[src/rtl/rst_seq_ctrl.sv]
// Reset sequencer: qualifies MMCM lock, holds core reset, then releases.
// Tracks lock timeout and counts lock losses seen while running.
module rst_seq_ctrl #(
    parameter int unsigned LOCK_STABLE_CYCLES  = 1024,
    parameter int unsigned RST_HOLD_CYCLES     = 64,
    parameter int unsigned LOCK_TIMEOUT_CYCLES = 1000000
) (
    input  logic       clk_100M,
    input  logic       rst,
    input  logic       mmcm_locked,
    input  logic       sw_rst_req,
    output logic       core_rst,
    output logic       core_ready,
    output logic       lock_timeout,
    output logic [7:0] lock_lost_cnt,
    output logic [1:0] seq_state
);

    typedef enum logic [1:0] {
        WAIT_LOCK = 2'b00,
        STABLE    = 2'b01,
        HOLD      = 2'b10,
        RUN       = 2'b11
    } state_e;

    localparam int unsigned MAX_AB =
        (LOCK_STABLE_CYCLES > RST_HOLD_CYCLES) ? LOCK_STABLE_CYCLES : RST_HOLD_CYCLES;
    localparam int unsigned MAXP =
        (MAX_AB > LOCK_TIMEOUT_CYCLES) ? MAX_AB : LOCK_TIMEOUT_CYCLES;
    localparam int CW = (MAXP > 1) ? $clog2(MAXP) : 1;
    localparam int TW = (LOCK_TIMEOUT_CYCLES > 1) ? $clog2(LOCK_TIMEOUT_CYCLES) : 1;

    localparam logic [CW-1:0] STABLE_LAST = CW'(LOCK_STABLE_CYCLES - 1);
    localparam logic [CW-1:0] HOLD_LAST   = CW'(RST_HOLD_CYCLES - 1);
    localparam logic [TW-1:0] TMO_LAST    = TW'(LOCK_TIMEOUT_CYCLES - 1);

    logic          sync1_q;
    logic          sync2_q;
    logic          locked_s;
    state_e        state_q, state_d;
    logic [CW-1:0] cnt_q, cnt_d;
    logic [TW-1:0] tcnt_q, tcnt_d;
    logic          tmo_q, tmo_d;
    logic [7:0]    lost_q, lost_d;
    logic          core_rst_q;
    logic          core_ready_q;

    assign locked_s = sync2_q;

    always_comb begin
        state_d = state_q;
        cnt_d   = cnt_q;
        tcnt_d  = tcnt_q;
        tmo_d   = tmo_q;
        lost_d  = lost_q;
        unique case (state_q)
            WAIT_LOCK: begin
                if (locked_s) begin
                    state_d = STABLE;
                    cnt_d   = '0;
                    tcnt_d  = '0;
                end else begin
                    if (tcnt_q != TMO_LAST)
                        tcnt_d = tcnt_q + 1'b1;
                    if (tcnt_d == TMO_LAST)
                        tmo_d = 1'b1;
                end
            end
            STABLE: begin
                if (!locked_s) begin
                    state_d = WAIT_LOCK;
                    cnt_d   = '0;
                end else if (cnt_q == STABLE_LAST) begin
                    state_d = HOLD;
                    cnt_d   = '0;
                end else begin
                    cnt_d = cnt_q + 1'b1;
                end
            end
            HOLD: begin
                if (!locked_s) begin
                    state_d = WAIT_LOCK;
                    cnt_d   = '0;
                end else if (cnt_q == HOLD_LAST) begin
                    state_d = RUN;
                    cnt_d   = '0;
                end else begin
                    cnt_d = cnt_q + 1'b1;
                end
            end
            RUN: begin
                // lock loss wins over a simultaneous soft reset request
                if (!locked_s) begin
                    state_d = WAIT_LOCK;
                    cnt_d   = '0;
                    if (lost_q != 8'hFF)
                        lost_d = lost_q + 8'd1;
                end else if (sw_rst_req) begin
                    state_d = HOLD;
                    cnt_d   = '0;
                end
            end
            default: begin
                state_d = WAIT_LOCK;
                cnt_d   = '0;
            end
        endcase
    end

    always_ff @(posedge clk_100M) begin
        if (rst) begin
            sync1_q      <= 1'b0;
            sync2_q      <= 1'b0;
            state_q      <= WAIT_LOCK;
            cnt_q        <= '0;
            tcnt_q       <= '0;
            tmo_q        <= 1'b0;
            lost_q       <= 8'd0;
            core_rst_q   <= 1'b1;
            core_ready_q <= 1'b0;
        end else begin
            sync1_q      <= mmcm_locked;
            sync2_q      <= sync1_q;
            state_q      <= state_d;
            cnt_q        <= cnt_d;
            tcnt_q       <= tcnt_d;
            tmo_q        <= tmo_d;
            lost_q       <= lost_d;
            core_rst_q   <= (state_d != RUN);
            core_ready_q <= (state_d == RUN);
        end
    end

    assign core_rst      = core_rst_q;
    assign core_ready    = core_ready_q;
    assign lock_timeout  = tmo_q;
    assign lock_lost_cnt = lost_q;
    assign seq_state     = state_q;

endmodule

[config.mk]
export PLATFORM = sky130hd
export DESIGN_NAME = rst_seq_ctrl
export DESIGN_NICKNAME = d
export VERILOG_FILES = /design/src/rtl/rst_seq_ctrl.sv
export SDC_FILE = /design/constraint.sdc
export NUM_CORES = 1
export LEC_CHECK = 0
export BUFFER_PORTS_ARGS = -buffer_cell sky130_fd_sc_hd__buf_2
export CELL_PAD_IN_SITES_DETAIL_PLACEMENT = 1
export CELL_PAD_IN_SITES_GLOBAL_PLACEMENT = 2
export CORE_AREA = 2 2 103 105
export CTS_CLUSTER_DIAMETER = 80
export DETAILED_ROUTE_END_ITERATION = 6
export DIE_AREA = 0 0 105 107
export MAX_ROUTING_LAYER = met4
export PLACE_DENSITY_LB_ADDON = 0.08
export SYNTH_ARGS = -nofsm -noshare
export SYNTH_HDL_FRONTEND = slang
export SYNTH_SLANG_ARGS = --single-unit
[constraint.sdc]
create_clock -name clk_100M -period 2.5 [get_ports clk_100M]
set_clock_uncertainty 0.2 [all_clocks]
set_input_delay 0.25 -clock clk_100M [delete_from_list [all_inputs] [get_ports clk_100M]]
set_output_delay 0.25 -clock clk_100M [all_outputs]
set_load 0.01 [all_outputs]
# Word-level counts from Yosys, hierarchy flattened
# Index checks and enable logic that the tools add are counted.
dict set report word_totals {
  ff_bits 55
  out_inout_bits 13
  wordCells 49
}
dict set report op_classes {
  addsub 3
  eq_ne 12
  muxes 20
  n_bitwise 1
  reduce_logical 4
}
# cell n
set op_table {}
lappend op_table {{20-bit two-way mux} 11}
lappend op_table {{20-bit case mux with 4 select lines} 1}
lappend op_table {{20-bit by 1-bit adder with 20-bit output (second input constant)} 2}
lappend op_table {{20-bit by 10-bit == test with 1-bit output (second input constant)} 1}
lappend op_table {{20-bit == test (second input constant)} 1}
lappend op_table {{20-bit by 6-bit == test with 1-bit output (second input constant)} 1}
lappend op_table {{20-bit != test (second input constant)} 1}
lappend op_table {{2-bit two-way mux} 7}
lappend op_table {{8-bit by 1-bit adder with 8-bit output (second input constant)} 1}
lappend op_table {{8-bit != test (second input constant)} 1}
lappend op_table {{2-bit case mux with 4 select lines} 1}
lappend op_table {{2-bit == test (second input constant)} 3}
lappend op_table {{3-bit AND reduction} 2}
lappend op_table {{2-bit != test (second input constant)} 2}
lappend op_table {{3-bit != test (second input constant)} 1}
lappend op_table {{2-bit by 1-bit == test with 1-bit output (second input constant)} 1}
lappend op_table {{2-bit zero test} 1}
lappend op_table {{2-bit AND reduction} 1}
lappend op_table {{1-bit NOT} 1}

# Depth between registers and ports, before layout
# Gate-level depths: netlist of run 1.
dict set report depth {
  ltp_word 6
  depth_mapped 8
  depth_no_buf 8
}

# Worst setup path after synthesis of run 1
# No wires, ideal clock.
dict set report synth_path {
  path_type {register to register}
  startpoint {register tcnt_q[12]}
  endpoint {register tmo_q, in the netlist lock_timeout}
  setup_time_ns 0.092
  arrival_ns 2.204
  required_time_ns 2.208
  setup_slack_ns 0.003
  path_stages_with_launch 8
  synth_period_minus_slack_ns 2.497
  path_cell_list {dfxtp_1 -> buf_6 -> or4_4 -> or4_4 -> a311o_1 -> a21oi_2 -> o2111ai_1 -> o32ai_1}
}
dict set report synth_via {
  elab_chain_len 6
}
# element line
set synth_lines {}
lappend synth_lines {{from (decl)} 42} ;# logic [TW-1:0] tcnt_q, tcnt_d;
lappend synth_lines {{from (signal assigned)} 126} ;# tcnt_q <= tcnt_d;
lappend synth_lines {{20-bit by 1-bit adder with 20-bit output / 20-bit != test (equally long branches)} {64, 63}}
lappend synth_lines {{20-bit two-way mux (*)} 63} ;# if (tcnt_q != TMO_LAST)
lappend synth_lines {{20-bit two-way mux (*)} 58} ;# if (locked_s) begin
lappend synth_lines {{20-bit two-way mux (*)} 56} ;# unique case (state_q)
lappend synth_lines {{20-bit == test (*)} 65} ;# if (tcnt_d == TMO_LAST)
lappend synth_lines {{3-bit AND reduction (no line) (*)} --}
lappend synth_lines {{to (signal assigned)} 127} ;# tmo_q <= tmo_d;
lappend synth_lines {{to (decl)} 43} ;# logic tmo_q, tmo_d;
# Every way passes the cells marked *; elsewhere a longest branch is shown, timed or not. The select of a mux whose other input is x is not followed.
# A chain may end at the register's enable or synchronous reset.

# Worst setup path in the final report of run 1
# Same ends and word-level chain as after synthesis.

==> tab_implementation.tex, run 1 <==
\begin{tabular}{lr}
\hline
Metric & Value \\
\hline
\multicolumn{2}{l}{\textbf{Outcome}} \\
\quad Outcome & finished with violations \\
\quad Violated checks & setup timing \\
\multicolumn{2}{l}{\textbf{Logic synthesis}} \\
\quad Share of the synthesized area in the top cell type & 36.99\% \\
\quad Mean instance size in the synthesized netlist & approximately 7.8 sq um \\
\quad Share of the synthesized area in compound gates (AO/OA/AOI/OAI) & about 16\% \\
\quad Post-synth EDFFs & 0 \\
\quad Ranking of synthesized cells by instance count & 66 x nor2\_1, 55 x dfxtp\_1, 28 x nand2\_1 \\
\quad Share of cell area taken by muxes after synthesis & under 10\% \\
\quad Seq/Total Area, Yosys & 36.99\% \\
\quad Synth area leaders & dfxtp\_1 37\%, nor2\_1 8.3\%, a21oi\_1 4.5\% \\
\quad Adder-cell share of the synthesized area & $\sim$2.9\% \\
\quad Leading cell type by number of instances after synthesis & nor2\_1 \\
\quad Synthesized-area fraction occupied by xor and xnor cells & under 10\% \\
\quad Count of unique library cells instantiated by Yosys & 56 \\
\quad Gate Count Post-Synth & around 380 \\
\quad Dominant combinational cell family by area after synthesis & simple AND/OR/NAND/NOR gates \\
\quad Net count after synthesis & between 300 and 400 \\
\quad Commonest register cell after synthesis & dfxtp\_1 \\
\quad Synth area leader & dfxtp\_1 \\
\quad Post-synthesis async set-or-reset flop share & 0\% \\
\quad Yosys reg bits & 55 \\
\quad Synth Cell Area & a little under 3000 sq um \\
\quad Synth Area in Simple Gates & a little under a third \\
\quad Synth Warn \# & 0 \\
\multicolumn{2}{l}{\textbf{Layout}} \\
\quad Share of post-route cells with drive strength above 1 & 19.25\% \\
\quad Share of the core filled with cells & between 30 and 40\% \\
\quad Number of diodes added for antenna fixing & 0 \\
\quad Nets@finish & around 440 \\
\quad Area growth from synthesis to layout & 22.45\% \\
\multicolumn{2}{l}{\textbf{Global routing}} \\
\quad Number of global-route vias before repair & approximately 2900 \\
\quad Grt ovf & 0 \\
\quad Largest net degree at the start of global routing & 30 \\
\quad Aggregate global-route resource usage & 16.73\% \\
\quad Global-route wire length before repair & around 15000 microns \\
\quad Number of antenna violations at the first check in global routing & 0 \\
\multicolumn{2}{l}{\textbf{Timing}} \\
\quad Number of endpoints with negative hold slack in the final report & 0 \\
\quad Final hold slack & around 0.16 ns \\
\quad Max\_slew headroom & just under 60\% \\
\quad Final worst setup slack & -0.02588 ns \\
\quad Highest achievable clock rate & between 0.3 and 0.4 GHz \\
\quad Final Critical Period & between 2 and 3 ns \\
\quad Setup repair after global routing missed its margin & true \\
\quad Actual slew at the worst max-slew pin & around 0.62 ns \\
\quad Final slew viol count & 0 \\
\quad Setup violations, final & 1 \\
\quad Final period utilization & 101.0\% \\
\multicolumn{2}{l}{\textbf{Floorplanning}} \\
\quad Area of the die & between 10000 and 15000 sq um \\
\quad Floorplan die height & 107 microns \\
\quad Initial Utilization & between 20\% and 30\% \\
\quad Ports & 17 \\
\quad Standard cell core area & roughly 10000 sq um \\
\quad Rows & 37 \\
\quad Width of the die & 105 microns \\
\multicolumn{2}{l}{\textbf{Flow run}} \\
\quad Maxcap violations & 0 \\
\multicolumn{2}{l}{\textbf{Setup path}} \\
\quad Required time at the endpoint of the critical path & around 2.6 ns \\
\quad Max stage delay cell, worst path & or4\_4 \\
\quad Sum of buffers and inverters on the critical path & 0 \\
\quad Sort of element at the start of the critical path & register \\
\quad Worst-path fanout max & 3 \\
\quad Most frequent cell on the critical path & or4\_4 \\
\quad Worst path max stage delay & between 0.5 and 0.6 ns \\
\quad Type of the setup path with the least slack & register to register \\
\quad Crit. End Element & register \\
\quad Cell chain of the critical path & or4\_4, or4\_4, a311o\_1, a21oi\_2, o2111ai\_2, o32ai\_2 \\
\quad Reg2Reg Setup Slack & -0.03 ns \\
\quad Family of cells with the greatest summed delay on the critical path & simple AND/OR/NAND/NOR gates \\
\quad Critical path data arrival time & $\sim$2.6 ns \\
\multicolumn{2}{l}{\textbf{Power}} \\
\quad Cell Pwr Density & roughly 480 nW/um\^{}2 \\
\quad Maximum vdd drop & 0.3196 mV \\
\quad Leak Pwr & 1.329 nW \\
\multicolumn{2}{l}{\textbf{Clocking}} \\
\quad Number of buffers on the longest clock path & 2 \\
\quad CTS Buf Count & 5 \\
\quad CTS tree & yes \\
\quad H-tree depth & 2 \\
\quad Clock Tree Root & clkbuf\_8 \\
\quad Clock latency reported for the late side of the worst-skew pair & roughly 0.33 ns \\
\quad CTS clk-pin slew, worst paths & $\sim$0.11 ns \\
\quad Number of sinks driven by the clock tree & 55 \\
\multicolumn{2}{l}{\textbf{Detailed routing}} \\
\quad Vias after detailed routing & around 2900 \\
\quad Router iterations before antenna repair & 4 \\
\quad Wire length per cell after detailed routing & about 15 microns \\
\quad Routed wire length & a little under 9000 microns \\
\quad Vias/cell & between 5 and 6 \\
\quad Antenna-violating nets left & 0 \\
\quad Starting DRT DRC Count & between 80 and 90 \\
\quad Number of remaining DRC errors & 0 \\
\multicolumn{2}{l}{\textbf{Placed design}} \\
\quad Placer congestion estimate & between 0.7 and 0.8 \\
\quad HPWL reported at the end of detailed placement & $\sim$6400 microns \\
\quad PortBufs & 16 \\
\multicolumn{2}{l}{\textbf{Hold path}} \\
\quad Type of the most critical hold path & input pin to register \\
\hline
\end{tabular}
layer usage:
| layer | vias to the layer above | wire (microns) | track usage, % |
|---|---|---|---|
| met5 | - | 0 | - |
| met1 | 1390 | 4206 | 20.48 |
| met2 | 21 | 4230 | 28.85 |
| li1 | 1444 | - | - |
| met3 | 8 | 123 | 2.371 |
| met4 | 0 | 125 | 4.762 |
per-stage QoR:
stage          instance area, sq um   power, W  setup slack [ns]  cells    TNS, ns
2_1_floorplan                  2977  0.0009733          0.003370    381          0
3_3_place_gp                   3436   0.001031           0.01426    552          0
3_5_place_dp                   3436   0.001032          -0.05153    552    -0.4819
4_1_cts                        3585   0.001780         -0.007377    561  -0.007377
5_1_grt                        3645   0.001817          -0.08082    562    -0.1476
6_report                       3645   0.001747          -0.02588    562   -0.02588
report_power, final:
part	switching (W)	internal, W	total, W
Clock	0.000334	0.000400	0.000734
Sequential	0.00000446	0.000882	0.000887
Combinational	0.0000776	0.0000488	0.000126
worst reg2reg max path, delay by kind of cell (launching register included):
| kind | cells | cell delay [ns] |
|---|---|---|
| AO/OA/AOI/OAI | 4 | 0.95 |
| flip-flops | 1 | 0.33 |
| AND/OR/NAND/NOR | 2 | 0.98 |
worst paths after layout:
| check | cells past startpoint | from | endpoint |
|---|---|---|---|
| worst max register to register | 6 | tcnt_q[12] | lock_timeout |
| worst min-delay path | 5 | sw_rst_req | cnt_q[0] |
| worst min register to register | 1 | sync1_q | locked_s |
| worst max-delay path | 6 | tcnt_q[12] | lock_timeout |
cell type report:
type / instances / area, sq um
Timing Repair Buffer: 57 / 394.1
Sequential cell: 55 / 1104
Inverter: 9 / 33.78
Clock inverter: 3 / 67.56
Multi-Input combinational cell: 297 / 1807
Fill cell: 1272 / 6447
Tap cell: 136 / 170.2
Clock buffer: 5 / 68.82
kinds of logic (layout without fill, tap and decap cells):
kind of cell,after synthesis,in the layout
buffers and inverters,29,74
adders and majority gates,7,7
muxes,3,3
DFF,55,55
xor gates and xnor gates,26,26
AOI/OAI and AO/OA,79,79
and+or+nand+nor,182,182
layout by cell type, fill, tap and decap left out, drive strengths merged, types with 2 or more instances in the layout:
cell / Yosys / final
and2: 3 / 3
nand2: 28 / 28
buf: 2 / 56
or4: 3 / 3
nor2b: 2 / 2
and4: 4 / 4
xor2: 14 / 14
or3: 4 / 4
inv: 9 / 9
a2bb2oi: 2 / 2
o22ai: 2 / 2
ha: 7 / 7
and3: 11 / 11
nor3: 8 / 8
a21oi: 28 / 28
mux2i: 3 / 3
a211oi: 2 / 2
bufinv: 0 / 2
nand4: 13 / 13
a22oi: 6 / 6
nor4: 10 / 10
dfxtp: 55 / 55
xnor2: 12 / 12
nand3b: 6 / 6
o21ai: 23 / 23
nand4b: 2 / 2
or2: 3 / 3
nand2b: 3 / 3
nor2: 66 / 66
clkbuf: 18 / 5
nand3: 13 / 13
what timing repair did:
action,CTS,global route
pin swaps,1,6
gates resized for setup,2,15
buffers inserted,0,2
endpoints found under the setup margin,22,24
endpoints found under the hold margin,1,0
hold buffers,1,0
registers in the layout (all words and copies together) (netlist names):
| name | flops |
|---|---|
| cnt_q | 20 |
| core_rst | 1 |
| locked_s | 1 |
| seq_state | 2 |
| tcnt_q | 20 |
| core_ready | 1 |
| lock_timeout | 1 |
| sync1_q | 1 |
| lock_lost_cnt | 8 |
No activity file was read; power rests on OpenSTA's default activity.
==> inputs of run 2 (changes only) <==
--- a/config.mk
+++ b/config.mk
@@ -8,10 +8,10 @@
 export BUFFER_PORTS_ARGS = -buffer_cell sky130_fd_sc_hd__buf_2
 export CELL_PAD_IN_SITES_DETAIL_PLACEMENT = 1
 export CELL_PAD_IN_SITES_GLOBAL_PLACEMENT = 2
-export CORE_AREA = 2 2 103 105
+export CORE_AREA = 2 2 115 95
 export CTS_CLUSTER_DIAMETER = 80
 export DETAILED_ROUTE_END_ITERATION = 6
-export DIE_AREA = 0 0 105 107
+export DIE_AREA = 0 0 117 97
 export MAX_ROUTING_LAYER = met4
 export PLACE_DENSITY_LB_ADDON = 0.08
 export SYNTH_ARGS = -nofsm -noshare
==> constraint.sdc (replaced) <==
create_clock -name clk_100M -period 2.5 [get_ports clk_100M]
set_clock_uncertainty 0.2 [all_clocks]
set_input_delay 0.125 -clock clk_100M [delete_from_list [all_inputs] [get_ports clk_100M]]
set_output_delay 0.125 -clock clk_100M [all_outputs]
set_load 0.01 [all_outputs]
==> tab_implementation.tex, run 2 (synthesized netlist as in run 1, its figures left out) <==
\begin{tabular}{lr}
\hline
Metric & Value \\
\hline
\multicolumn{2}{l}{\textbf{Outcome}} \\
\quad Outcome & completed \\
\multicolumn{2}{l}{\textbf{Detailed routing}} \\
\quad Number of remaining DRC errors & 0 (unchanged) \\
\quad Antenna-violating nets left & 0 (unchanged) \\
\quad Routed wire length & 8986 microns (+3.5\%) \\
\quad Wire length per cell after detailed routing & 15.99 microns (+3.5\%) \\
\quad Vias/cell & 5.142 (+0.94\%) \\
\quad Router iterations before antenna repair & 4 (unchanged) \\
\quad Starting DRT DRC Count & 143 (+66\%) \\
\quad Vias after detailed routing & 2890 (+0.94\%) \\
\multicolumn{2}{l}{\textbf{Clocking}} \\
\quad Number of buffers on the longest clock path & 2 (unchanged) \\
\quad Clock latency reported for the late side of the worst-skew pair & 0.29 ns (-0.04 ns) \\
\quad Number of sinks driven by the clock tree & 55 (unchanged) \\
\quad CTS clk-pin slew, worst paths & 0.07 ns (-0.04 ns) \\
\quad Clock Tree Root & clkbuf\_16 \\
\quad H-tree depth & 2 (unchanged) \\
\quad CTS Buf Count & 5 (unchanged) \\
\quad CTS tree & yes \\
\multicolumn{2}{l}{\textbf{Timing}} \\
\quad Setup violations, final & 0 (-1) \\
\quad Number of endpoints with negative hold slack in the final report & 0 (unchanged) \\
\quad Actual slew at the worst max-slew pin & 0.5372 ns (-0.08096 ns) \\
\quad Final slew viol count & 0 (unchanged) \\
\quad Final Critical Period & 2.490 ns (-0.03580 ns) \\
\quad Highest achievable clock rate & 0.4016 GHz (+1.4\%) \\
\quad Setup repair after global routing missed its margin & true \\
\quad Final period utilization & 99.60\% (-1.4 points) \\
\quad Max\_slew headroom & 64.19\% (+5.4 points) \\
\multicolumn{2}{l}{\textbf{Global routing}} \\
\quad Number of global-route vias before repair & 2830 (-1.1\%) \\
\quad Aggregate global-route resource usage & 17.02\% (+0.28 points) \\
\quad Largest net degree at the start of global routing & 25 (-17\%) \\
\quad Grt ovf & 0 (unchanged) \\
\quad Global-route wire length before repair & 14860 microns (+1.6\%) \\
\quad Number of antenna violations at the first check in global routing & 0 (unchanged) \\
\multicolumn{2}{l}{\textbf{Layout}} \\
\quad Nets@finish & 432 (-0.92\%) \\
\quad Share of post-route cells with drive strength above 1 & 17.30\% (-2.0 points) \\
\quad Most frequent cells in the layout & 66 x nor2\_1, 52 x dfxtp\_1, 36 x buf\_4, 28 x nand2\_1, 27 x a21oi\_1 \\
\quad Area growth from synthesis to layout & 21.56\% \\
\quad Number of diodes added for antenna fixing & 0 (unchanged) \\
\quad Commonest non-fill, non-tap cell in the layout & nor2\_1 \\
\quad Final design area excluding fillers & 3618 sq um (-0.72\%) \\
\multicolumn{2}{l}{\textbf{Floorplanning}} \\
\quad Area of the die & 11350 sq um (+1.0\%) \\
\quad Initial Utilization & 29.42\% (-0.069 points) \\
\quad Ports & 17 (unchanged) \\
\quad Rows & 33 (-11\%) \\
\quad Width of the die & 117 microns (+11\%) \\
\quad Floorplan die height & 97 microns (-9.3\%) \\
\quad Standard cell core area & 10120 sq um (+0.24\%) \\
\multicolumn{2}{l}{\textbf{Placed design}} \\
\quad PortBufs & 16 (unchanged) \\
\quad Placer congestion estimate & 0.8134 (+11\%) \\
\quad Placed cell areas & 3411 sq um (-0.73\%) \\
\quad HPWL reported at the end of detailed placement & 6509 microns (+1.0\%) \\
\multicolumn{2}{l}{\textbf{Power}} \\
\quad Final total power & 0.001839 W (+5.2\%) \\
\quad Cell Pwr Density & 508.1 nW/um\^{}2 (+6.0\%) \\
\quad Maximum vdd drop & 0.2761 mV (-14\%) \\
\quad Leak Pwr & 1.326 nW (-0.16\%) \\
\multicolumn{2}{l}{\textbf{Setup path}} \\
\quad Crit. End Element & register \\
\quad Type of the setup path with the least slack & register to register \\
\quad Critical path data arrival time & 2.50 ns (-0.08 ns) \\
\quad Reg2Reg Setup Slack & 0.01 ns (+0.04 ns) \\
\quad Worst-path fanout max & 4 (+1) \\
\quad Sort of element at the start of the critical path & register \\
\quad Required time at the endpoint of the critical path & 2.51 ns (-0.04 ns) \\
\multicolumn{2}{l}{\textbf{Hold path}} \\
\quad Type of the most critical hold path & input pin to register \\
\multicolumn{2}{l}{\textbf{Flow run}} \\
\quad Maxcap violations & 0 (unchanged) \\
\hline
\end{tabular}
-- run 2: changes by cell type in the layout (fill, tap and decap cells not counted), sizes merged --
cell,previous run,this run
clkbuf,5,6
clkinv,0,1
buf,56,52
clkinvlp,1,0
bufinv,2,1
-- run 2: power breakdown --
part | leakage (nW) | switching (W) | internal [W]
Clock | 0.0868 | 0.000336 | 0.000500
Combinational | 0.794 | 0.0000743 | 0.0000405
Sequential | 0.445 | 0.00000605 | 0.000882
Total | 1.33 | 0.000417 | 0.00142
-- run 2: worst paths after layout --
kind / endpoint / cells past startpoint / from
hold reg to reg: locked_s / 1 / sync1_q
hold / removal: cnt_q[0] / 5 / sw_rst_req
setup / recovery: lock_timeout / 6 / tcnt_q[6]
setup reg to reg: lock_timeout / 6 / tcnt_q[6]
-- run 2: stage by stage --
stage | utilization (%) | hold WS, ns | setup WS, ns | TNS [ns] | std cells
detailed placement | 33.72 | 0.1417 | -0.04269 | -0.04269 | 552
finish | 35.77 | 0.08256 | 0.009917 | 0 | 562
global route | 35.77 | 0.1268 | -0.09755 | -0.09755 | 562
global placement | 33.72 | 0.1394 | 0.009053 | 0 | 552
CTS | 35.56 | 0.08098 | 0.03423 | 0 | 561
floorplan | - | 0.05318 | 0.003370 | 0 | 381
-- run 2: layer usage --
| metal | vias to the layer above | wire, microns | global-route usage, % | share of wire (%) |
|---|---|---|---|---|
| met5 | - | 0 | - | 0 |
| met4 | 0 | 82 | 3.620 | 0.91 |
| met3 | 6 | 217 | 2.882 | 2.4 |
| met2 | 32 | 3672 | 23.65 | 41 |
| met1 | 1414 | 5014 | 25.63 | 56 |
| li1 | 1438 | - | - | - |
-- run 2: area by class of cell --
cell class	instances	area [sq um]
fill	1231	6497
timing repair buffer	53	360.3
multi-input combinational	297	1770
sequential	55	1105
clock buffer	6	138.9
clock inverter	2	35.03
tap	140	175.2
inverter	9	33.78
-- run 2: timing repair --
item	4_1_cts	5_1_grt
hold endpoints to repair	1	0
hold buffers	1	0
pin swaps	1	5
gates resized for setup	1	6
setup buffers	0	1
setup endpoints to repair	2	19
cloned	0	0
-- run 2: worst max-delay path, stage by stage, from the launching register on --
cell and delay (ns):
dfxtp_2 0.34, or3_4 0.40, or4_4 0.55, a311o_1 0.42, a21oi_2 0.12, o2111ai_1 0.11, o32ai_1 0.26
==> inputs of run 3 (changes only) <==
--- a/config.mk
+++ b/config.mk
@@ -9,6 +9,7 @@
 export CELL_PAD_IN_SITES_DETAIL_PLACEMENT = 1
 export CELL_PAD_IN_SITES_GLOBAL_PLACEMENT = 2
 export CORE_AREA = 2 2 115 95
+export CTS_BUF_LIST = sky130_fd_sc_hd__clkbuf_4 sky130_fd_sc_hd__clkbuf_8
 export CTS_CLUSTER_DIAMETER = 80
 export DETAILED_ROUTE_END_ITERATION = 6
 export DIE_AREA = 0 0 117 97
==> tab_implementation.tex, run 3 (synthesized netlist as in run 1, its figures left out) <==
\begin{tabular}{lr}
\hline
Metric & Value \\
\hline
\multicolumn{2}{l}{\textbf{Floorplanning}} \\
\quad Ports & 17 (unchanged) \\
\quad Width of the die & 117 microns (unchanged) \\
\quad Initial Utilization & 29.42\% (unchanged) \\
\quad Floorplan die height & 97 microns (unchanged) \\
\quad Area of the die & 11350 sq um (unchanged) \\
\quad Standard cell core area & 10120 sq um (unchanged) \\
\quad Rows & 33 (unchanged) \\
\multicolumn{2}{l}{\textbf{Power}} \\
\quad Final total power & 0.001655 W (-10\%) \\
\quad Maximum vdd drop & 0.2080 mV (-25\%) \\
\quad Leak Pwr & 1.300 nW (-2.0\%) \\
\quad Cell Pwr Density & 464.7 nW/um\^{}2 (-8.5\%) \\
\multicolumn{2}{l}{\textbf{Layout}} \\
\quad Nets@finish & 432 (unchanged) \\
\quad Share of post-route cells with drive strength above 1 & 17.06\% (-0.24 points) \\
\quad Area growth from synthesis to layout & 19.63\% \\
\quad Commonest non-fill, non-tap cell in the layout & nor2\_1 \\
\quad Final design area excluding fillers & 3561 sq um (-1.6\%) \\
\quad Number of diodes added for antenna fixing & 0 (unchanged) \\
\quad Number of fillers in the final layout & 1234 (+0.24\%) \\
\quad Most frequent cells in the layout & 66 x nor2\_1, 53 x dfxtp\_1, 36 x buf\_4, 28 x nand2\_1, 27 x a21oi\_1 \\
\multicolumn{2}{l}{\textbf{Placed design}} \\
\quad Placed cell areas & 3411 sq um (unchanged) \\
\quad HPWL reported at the end of detailed placement & 6509 microns (unchanged) \\
\quad PortBufs & 16 (unchanged) \\
\quad Placer congestion estimate & 0.8134 (unchanged) \\
\multicolumn{2}{l}{\textbf{Detailed routing}} \\
\quad Starting DRT DRC Count & 157 (+9.8\%) \\
\quad Antenna-violating nets left & 0 (unchanged) \\
\quad Number of remaining DRC errors & 0 (unchanged) \\
\quad Router iterations before antenna repair & 4 (unchanged) \\
\quad Wire length per cell after detailed routing & 16.01 microns (+0.16\%) \\
\quad Vias after detailed routing & 2887 (-0.10\%) \\
\quad Routed wire length & 9000 microns (+0.16\%) \\
\quad Vias/cell & 5.137 (-0.10\%) \\
\multicolumn{2}{l}{\textbf{Setup path}} \\
\quad Worst-path fanout max & 3 (-1) \\
\quad Type of the setup path with the least slack & register to register \\
\quad Required time at the endpoint of the critical path & 2.54 ns (+0.03 ns) \\
\quad Critical path data arrival time & 2.54 ns (+0.04 ns) \\
\quad Sort of element at the start of the critical path & register \\
\quad Crit. End Element & register \\
\multicolumn{2}{l}{\textbf{Global routing}} \\
\quad Global-route wire length before repair & 14930 microns (+0.46\%) \\
\quad Largest net degree at the start of global routing & 25 (unchanged) \\
\quad Grt ovf & 0 (unchanged) \\
\quad Most Crowded Layer GR & met1 \\
\quad GR Layer Usage met3 & 2.882\% (unchanged) \\
\quad Number of antenna violations at the first check in global routing & 0 (unchanged) \\
\quad Aggregate global-route resource usage & 17.12\% (+0.11 points) \\
\quad Number of global-route vias before repair & 2853 (+0.81\%) \\
\quad GRT met2 Usage & 23.61\% (-0.044 points) \\
\quad Global routing met1 resource utilization & 25.86\% (+0.23 points) \\
\multicolumn{2}{l}{\textbf{Timing}} \\
\quad Final period utilization & 99.63\% (about the same) \\
\quad Final slew viol count & 0 (unchanged) \\
\quad Number of endpoints with negative hold slack in the final report & 0 (unchanged) \\
\quad Setup repair after global routing missed its margin & true \\
\quad Max\_slew headroom & 63.64\% (-0.55 points) \\
\quad Actual slew at the worst max-slew pin & 0.5454 ns (+0.008215 ns) \\
\quad Final Critical Period & 2.491 ns (+0.0007247 ns) \\
\quad Setup violations, final & 0 (unchanged) \\
\quad Highest achievable clock rate & 0.4015 GHz (about the same) \\
\multicolumn{2}{l}{\textbf{Clocking}} \\
\quad H-tree depth & 2 (unchanged) \\
\quad CTS clk-pin slew, worst paths & 0.11 ns (+0.04 ns) \\
\quad CTS Buf Count & 5 (unchanged) \\
\quad Number of sinks driven by the clock tree & 55 (unchanged) \\
\quad Clock Tree Root & clkbuf\_8 \\
\quad CTS tree & yes \\
\quad Clock latency reported for the late side of the worst-skew pair & 0.32 ns (+0.03 ns) \\
\quad Number of buffers on the longest clock path & 2 (unchanged) \\
\multicolumn{2}{l}{\textbf{Outcome}} \\
\quad Outcome & completed \\
\multicolumn{2}{l}{\textbf{Flow run}} \\
\quad Maxcap violations & 0 (unchanged) \\
\multicolumn{2}{l}{\textbf{Hold path}} \\
\quad Type of the most critical hold path & input pin to register \\
\hline
\end{tabular}
[run 3: cell count changes in the layout (fill, tap and decap cells not counted)]
cell	delta
dfxtp_2	-1
dfxtp_1	+1
clkbuf_8	+5
clkbuf_16	-5
[run 3: layer usage]
metal / vias to the layer above / wire (microns)
met4: 0 / 93
met1: 1409 / 4925
met5: - / 0
met2: 36 / 3656
met3: 7 / 324
li1: 1435 / -
[run 3: timing repair]
item	in CTS	in global routing
endpoints found under the setup margin	2	19
hold buffers	1	0
pin swaps	1	5
hold endpoints to repair	1	0
resized for setup	1	5
setup buffers	0	1
[run 3: path summary, 6_finish.rpt]
check | slack (ns) | cells after the start | end | from
max reg2reg | 0.009 | 6 | lock_timeout | tcnt_q[10]
max | 0.009 | 6 | lock_timeout | tcnt_q[10]
min reg2reg | 0.25 | 1 | locked_s | sync1_q
min | 0.06 | 5 | cnt_q[0] | sw_rst_req
[run 3: worst max-delay path: stages (launching register included)]
cell,delay (ns)
dfxtp_2,0.34
or4_4,0.53
or4_4,0.44
a311o_1,0.42
a21oi_2,0.11
o2111ai_1,0.11
o32ai_1,0.26
[run 3: where the power goes]
part	internal (W)	switching (W)
Sequential	0.000882	0.00000617
Clock	0.000325	0.000326
Combinational	0.0000406	0.0000743
[run 3: layout make-up]
cell class              count  area [sq um]  share of cell area, %
multi-input cells         297          1770                  49.72
flip-flops and latches     55          1104                  30.99
repair buffers             53         360.3                  10.12
well taps                 140         175.2                  4.919
clock buffers               6         82.58                  2.319
clock inverters             2         35.03                 0.9838
inverters                   9         33.78                 0.9487
[run 3: stage by stage]
stage	utilization [%]	hold WS (ns)	worst slack, ns	cells	setup TNS (ns)
floorplan	-	0.05318	0.003370	381	0
global placement	33.72	0.1394	0.009053	552	0
detailed placement	33.72	0.1417	-0.04269	552	-0.04269
CTS	35.00	0.05014	0.02492	561	0
global route	35.20	0.08525	-0.1073	562	-0.1073
finish	35.20	0.05893	0.009192	562	0
